### src/rtl/chord_round_ctrl.sv
// chord_round_ctrl: round sequencer for the chord trainer.
// Picks a pseudo-random major/minor triad per round, times the round, checks
// the synchronized switch mask against the target and keeps score/round/time.
// Optional build macro: STREAK_BONUS_EN (streak output and +2 bonus on streak >= 3).
module chord_round_ctrl #(
    parameter int TICK_DIV     = 25000000,
    parameter int ROUND_TICKS  = 20,
    parameter int RESULT_TICKS = 4,
    parameter int NUM_ROUNDS   = 8,
    parameter int MATCH_HOLD   = 1000000
) (
    input  logic        clk,
    input  logic        reset,
    input  logic        start,
    input  logic [11:0] keySelect,
    output logic [11:0] target_mask,
    output logic        show_target,
    output logic [7:0]  score,
    output logic [3:0]  round_num,
    output logic [7:0]  time_left,
    output logic        hit_pulse,
    output logic        miss_pulse,
    output logic        game_over,
`ifdef STREAK_BONUS_EN
    output logic [3:0]  streak,
`endif
    output logic        busy
);

    localparam int DIV_W   = (TICK_DIV > 1) ? $clog2(TICK_DIV) : 1;
    localparam int MATCH_W = $clog2(MATCH_HOLD + 1);
    localparam int RES_W   = $clog2(RESULT_TICKS + 1);

    typedef enum logic [2:0] {
        ST_IDLE   = 3'd0,
        ST_LOAD   = 3'd1,
        ST_PLAY   = 3'd2,
        ST_RESULT = 3'd3,
        ST_DONE   = 3'd4
    } state_t;

    // One step of the 16-bit Galois LFSR (x^16+x^14+x^13+x^11, right shifting)
    function automatic logic [15:0] lfsr_step(input logic [15:0] cur);
        return {1'b0, cur[15:1]} ^ (cur[0] ? 16'hB400 : 16'h0000);
    endfunction

    // Triad mask: root from low nibble folded into 0..11, quality from bit 4
    function automatic logic [11:0] chord_from_lfsr(input logic [15:0] seed);
        logic [3:0]  root;
        logic [11:0] base;
        logic [23:0] wide;
        root = (seed[3:0] >= 4'd12) ? (seed[3:0] - 4'd12) : seed[3:0];
        base = seed[4] ? 12'h089 : 12'h091;
        wide = {base, base} << root;
        return wide[23:12];
    endfunction

    state_t               state_r, state_nxt_s;
    logic [11:0]          key_meta_r, key_sync_r;
    logic [15:0]          lfsr_r;
    logic [DIV_W-1:0]     div_r;
    logic [MATCH_W-1:0]   match_cnt_r;
    logic [RES_W-1:0]     res_cnt_r;
    logic [11:0]          target_mask_r;
    logic [7:0]           score_r, time_left_r;
    logic [3:0]           round_num_r;
    logic                 hit_pulse_r, miss_pulse_r, show_target_r, game_over_r, busy_r;
    logic                 tick_s, keys_match_s, hit_s, timeout_s, res_done_s;
    logic [7:0]           score_inc_s, score_hit_s;
    logic [8:0]           score_sum_s;
`ifdef STREAK_BONUS_EN
    logic [3:0]           streak_r, streak_hit_s;
`endif

    assign tick_s       = (div_r == DIV_W'(TICK_DIV - 1));
    assign keys_match_s = (key_sync_r == target_mask_r);
    assign hit_s        = (state_r == ST_PLAY) && keys_match_s &&
                          (match_cnt_r == MATCH_W'(MATCH_HOLD - 1));
    assign timeout_s    = (state_r == ST_PLAY) && tick_s && (time_left_r == 8'd1);
    assign res_done_s   = (state_r == ST_RESULT) && tick_s &&
                          (res_cnt_r == RES_W'(RESULT_TICKS - 1));

    // Two-flop synchronizer for the asynchronous switch mask
    always_ff @(posedge clk) begin
        if (reset) begin
            key_meta_r <= 12'h000;
            key_sync_r <= 12'h000;
        end else begin
            key_meta_r <= keySelect;
            key_sync_r <= key_meta_r;
        end
    end

    // Free-running chord LFSR, stepping every cycle in every state
    always_ff @(posedge clk) begin
        if (reset) begin
            lfsr_r <= 16'hACE1;
        end else begin
            lfsr_r <= lfsr_step(lfsr_r);
        end
    end

    // Tick divider, restarted on round load and on entry to the result phase
    always_ff @(posedge clk) begin
        if (reset) begin
            div_r <= {DIV_W{1'b0}};
        end else if ((state_r == ST_LOAD) || ((state_r == ST_PLAY) && (state_nxt_s == ST_RESULT))) begin
            div_r <= {DIV_W{1'b0}};
        end else if (tick_s) begin
            div_r <= {DIV_W{1'b0}};
        end else begin
            div_r <= div_r + DIV_W'(1);
        end
    end

    // FSM state register
    always_ff @(posedge clk) begin
        if (reset) begin
            state_r <= ST_IDLE;
        end else begin
            state_r <= state_nxt_s;
        end
    end

    // FSM next-state logic; a hit outranks a simultaneous timeout
    always_comb begin
        state_nxt_s = state_r;
        case (state_r)
            ST_IDLE, ST_DONE: begin
                if (start) state_nxt_s = ST_LOAD;
                else       state_nxt_s = state_r;
            end
            ST_LOAD: state_nxt_s = ST_PLAY;
            ST_PLAY: begin
                if (hit_s || timeout_s) state_nxt_s = ST_RESULT;
                else                    state_nxt_s = ST_PLAY;
            end
            ST_RESULT: begin
                if (res_done_s) begin
                    if (round_num_r == 4'(NUM_ROUNDS)) state_nxt_s = ST_DONE;
                    else                               state_nxt_s = ST_LOAD;
                end else begin
                    state_nxt_s = ST_RESULT;
                end
            end
            default: state_nxt_s = ST_IDLE;
        endcase
    end

    // Score after a hit, with optional streak bonus and saturation at 255
    always_comb begin
        score_inc_s = 8'd1;
`ifdef STREAK_BONUS_EN
        streak_hit_s = (streak_r == 4'd15) ? 4'd15 : (streak_r + 4'd1);
        if (streak_hit_s >= 4'd3) score_inc_s = 8'd2;
        else                      score_inc_s = 8'd1;
`endif
        score_sum_s = {1'b0, score_r} + {1'b0, score_inc_s};
        if (score_sum_s[8]) score_hit_s = 8'hFF;
        else                score_hit_s = score_sum_s[7:0];
    end

    // Round datapath and registered display/status outputs
    always_ff @(posedge clk) begin
        if (reset) begin
            target_mask_r <= 12'h000;
            round_num_r   <= 4'd0;
            score_r       <= 8'd0;
            time_left_r   <= 8'd0;
            match_cnt_r   <= {MATCH_W{1'b0}};
            res_cnt_r     <= {RES_W{1'b0}};
            hit_pulse_r   <= 1'b0;
            miss_pulse_r  <= 1'b0;
            show_target_r <= 1'b0;
            game_over_r   <= 1'b0;
            busy_r        <= 1'b0;
        end else begin
            hit_pulse_r   <= hit_s;
            miss_pulse_r  <= timeout_s & ~hit_s;
            show_target_r <= (state_nxt_s == ST_PLAY) || (state_nxt_s == ST_RESULT);
            busy_r        <= (state_nxt_s == ST_LOAD) || (state_nxt_s == ST_PLAY) ||
                             (state_nxt_s == ST_RESULT);
            game_over_r   <= (state_nxt_s == ST_DONE);
            case (state_r)
                ST_IDLE, ST_DONE: begin
                    if (start) begin
                        score_r     <= 8'd0;
                        round_num_r <= 4'd0;
                    end
                end
                ST_LOAD: begin
                    target_mask_r <= chord_from_lfsr(lfsr_r);
                    round_num_r   <= round_num_r + 4'd1;
                    time_left_r   <= 8'(ROUND_TICKS);
                    match_cnt_r   <= {MATCH_W{1'b0}};
                    res_cnt_r     <= {RES_W{1'b0}};
                end
                ST_PLAY: begin
                    if (keys_match_s) match_cnt_r <= match_cnt_r + MATCH_W'(1);
                    else              match_cnt_r <= {MATCH_W{1'b0}};
                    if (tick_s && (time_left_r != 8'd0)) time_left_r <= time_left_r - 8'd1;
                    if (hit_s) score_r <= score_hit_s;
                end
                ST_RESULT: begin
                    if (tick_s) res_cnt_r <= res_cnt_r + RES_W'(1);
                end
                default: begin
                    round_num_r <= round_num_r;
                end
            endcase
        end
    end

`ifdef STREAK_BONUS_EN
    // Consecutive-hit streak, cleared on a miss and at game start
    always_ff @(posedge clk) begin
        if (reset) begin
            streak_r <= 4'd0;
        end else if (((state_r == ST_IDLE) || (state_r == ST_DONE)) && start) begin
            streak_r <= 4'd0;
        end else if (hit_s) begin
            streak_r <= streak_hit_s;
        end else if (timeout_s) begin
            streak_r <= 4'd0;
        end else begin
            streak_r <= streak_r;
        end
    end

    assign streak = streak_r;
`endif

    assign target_mask = target_mask_r;
    assign show_target = show_target_r;
    assign score       = score_r;
    assign round_num   = round_num_r;
    assign time_left   = time_left_r;
    assign hit_pulse   = hit_pulse_r;
    assign miss_pulse  = miss_pulse_r;
    assign game_over   = game_over_r;
    assign busy        = busy_r;

endmodule

### config.mk
export PLATFORM = sky130hd
export DESIGN_NAME = chord_round_ctrl
export DESIGN_NICKNAME = d
export VERILOG_FILES = /design/src/rtl/chord_round_ctrl.sv
export SDC_FILE = /design/constraint.sdc
export NUM_CORES = 1
export LEC_CHECK = 0
export ABC_CLOCK_PERIOD_IN_PS = 3900
export CAP_MARGIN = 25
export CORE_ASPECT_RATIO = 0.6
export CORE_UTILIZATION = 34
export DETAILED_ROUTE_END_ITERATION = 7
export PLACE_DENSITY_LB_ADDON = 0.25
export SLEW_MARGIN = 10
export SYNTH_ARGS = -nofsm -noshare
export SYNTH_HDL_FRONTEND = slang
export SYNTH_SLANG_ARGS = --single-unit
### constraint.sdc
create_clock -name clk -period 3.9 [get_ports clk]
set_input_delay 0.39 -clock clk [delete_from_list [all_inputs] [get_ports clk]]
set_output_delay 0.39 -clock clk [all_outputs]
set_load 0.02 [all_outputs]
==> metrics <==
status=finished, final reports clean; drt drc=0; CTS Buf Count=17; pin count of the biggest net entering global routing=slightly below 90; Clock Skews=around 12 ps; RSZ-0062 raised after global routing=false; EDFF count, synth=0; fin crit share=0.711; Setup Fix Bufs, Post-CTS=0; Min-Delay Path Depth=3; Worst Slack Setup Final=around 1100 ps; synth cell count leaders=dfxtp_1 (128), nor2_1 (100), nand2_1 (43), a21oi_1 (38), nand3_1 (35); R2R depth=6; static leakage=0.00247 uW; max cap viols=0; Final ANT Viol Nets=0; reg2reg setup slack=~1100 ps; ant diodes=0; Tightest Pin Transition=about 850 ps; Top delay family on crit path=simple AND/OR/NAND/NOR gates; RePlAce Congestion=0.835; syn avg cell area=between 8 and 9 sq um; HPWL after DPL=between 9 and 10 mm; # clock sinks=between 100 and 150; clock latency on the worst-skew pair=410 ps; DIE AREA=17200 sq um; CP max-delay cell=or3_1; worst hold margin=about 320 ps; CTS tree=yes; Worst Path Max Fanout=25; Unique masters post-synth=58; post-synth top area cell=dfxtp_1; CP arrival=between 3000 and 4000 ps; hold path endpoint=round_num[2]; crit start category=flop; syn nets=about 670; Most used DFF post-synth=dfxtp_1; clk buf depth=2; Slew Limit Fails=0; final hold violations=0; Final nets=719; # rows=36; synthesized flop and latch total=approximately 130; peak supply drop=about 250 uV; CTS clock-pin slew for the worst setup and hold paths=60 ps; Mapped Cells=644; worst path bufs/invs=0; vias in the first global route=roughly 4500; largest cells by area after synthesis=dfxtp_1 (45%), nor2_1 (6.6%), xor2_1 (4.6%); Hold/Removal Path Class=input port to flop; Crit. End Element=flop; Final setup viols=0; CP Cell Sequence=xor2_1, nor4_2, nand4_4, nor3_4, or3_1, nor2_1; critical path data required time=about 4200 ps; reg2reg start=target_mask[2]; global-route wire length before repair=between 20 and 25 mm; Detailed Routing Iterations Pass 1=5; sequential area share after synthesis=0.452; ys async rst share=0; I/O pin count=52; Vias=between 4000 and 5000; H-tree depth=4; initial antenna violation count=0; Layout area overhead=22.4%; top-count cell post-synth=dfxtp_1; slew margin rel.=0.434; share of layout cells above drive strength 1=0.0883; Ys Warns=0; drt wl/cell=approximately 14 um; clock root buffer master=clkbuf_16; CTS resizes=0; Hold-fix buffers, CTS=0; First DRT Iteration DRCs=about 290; worst r2r dst=div_r[20]; gr usage total=0.163; Cell Area, Synth=5670 sq um; number of I/O port buffers=51; grt ovf=0; minimum clock period=between 2000 and 3000 ps; area fraction of the dominant cell type after synthesis=0.452; fmax=0.361 GHz; crit path kind=flop to flop; core area=16300 sq um; PD cells=~460 nW/um^2; chip height=between 100 and 150 um; Initial Utilization=0.348; TNS Setup=0 ps; pre-CTS WS=roughly 1100 ps; routed wire length=roughly 13 mm; Vias/cell=~5.1; die width=around 170 um; slowest stage delay, CP=710 ps; start point of the worst hold path=reset
==> tightest hold or removal path, delay by kind of cell <==
| kind | cells | cell delay, ps |
|---|---|---|
| and+or+nand+nor | 2 | 200 |
| buffers and inverters | 1 | 110 |
==> cell families (layout without fill, tap and decap cells) <==
kind of cell               Yosys count  after routing  share of synthesized area
and+or+nand+nor                    304            304                      0.292
muxes                                3              3                    0.00552
adders and majority gates           12             12                     0.0265
DFF                                128            128                      0.452
buffers and inverters               45            103                     0.0344
AOI/OAI and AO/OA                  107            107                      0.120
xor gates and xnor gates            45             45                     0.0696
==> worst max path at each step <==
stage | startpoint | endpoint | cells after the start
3_3_place_gp | target_mask[2] | div_r[14] | 6
4_1_cts | target_mask[2] | div_r[20] | 6
5_1_grt | target_mask[2] | div_r[3] | 6
2_1_floorplan | target_mask[2] | div_r[11] | 8
6_report | target_mask[2] | div_r[20] | 6
3_5_place_dp | target_mask[2] | div_r[20] | 6
==> state kept, by name, summed over array words and instances, names as in the netlist <==
signal	count
busy	1
div_r	25
game_over	1
hit_pulse	1
key_meta_r	12
key_sync_r	12
lfsr_r	16
match_cnt_r	20
miss_pulse	1
res_cnt_r	3
round_num	4
score	8
show_target	1
state_r	3
target_mask	12
time_left	8
==> area by class of cell <==
type                            count  area (sq um)
Fill cell                        1609          9320
Multi-Input combinational cell    471          2910
Sequential cell                   128          2560
Timing Repair Buffer               56           543
Clock buffer                       22           484
Tap cell                          228           285
Clock inverter                      7          85.1
Inverter                           18          67.6
==> metal layers <==
metal / wire (um) / part of all wire / global-route usage
met1: 6590 / 0.50 / 0.215
met2: 5660 / 0.43 / 0.251
met3: 702 / 0.053 / 0.0488
met4: 196 / 0.015 / 0.0699
met5: 0 / 0 / 0
==> layout by cell type (no fill, tap or decap), types with 9 or more instances in the layout <==
cell type / count
inv_1: 18
xnor2_1: 15
ha_1: 12
or2_2: 10
nor2b_1: 34
nor3_1: 12
clkdlybuf4s50_1: 50
nand2_1: 43
clkbuf_16: 17
a311oi_1: 12
nand2b_1: 9
nand4_1: 15
xor2_1: 30
dfxtp_1: 128
a21oi_1: 38
o21ai_0: 20
nand3_1: 35
nor2_1: 100
==> stage by stage <==
step | util | instance area [sq um] | total power (uW) | cells
after floorplan | - | 5670 | 1560 | 644
after global placement | 0.392 | 6370 | 1640 | 901
after detailed placement | 0.392 | 6370 | 1650 | 901
after CTS | 0.427 | 6940 | 3200 | 930
after global routing | 0.427 | 6940 | 3300 | 930
final | 0.427 | 6940 | 3170 | 930
==> report_power, final <==
group / internal, uW / leakage, uW / switching (uW) / total, uW
combinational: 97.4 / 0.00114 / 150 / 247
sequential: 1350 / 0.00104 / 27.7 / 1380
clock: 991 / 0.000287 / 554 / 1540
Power figures use the tool's default switching activity.
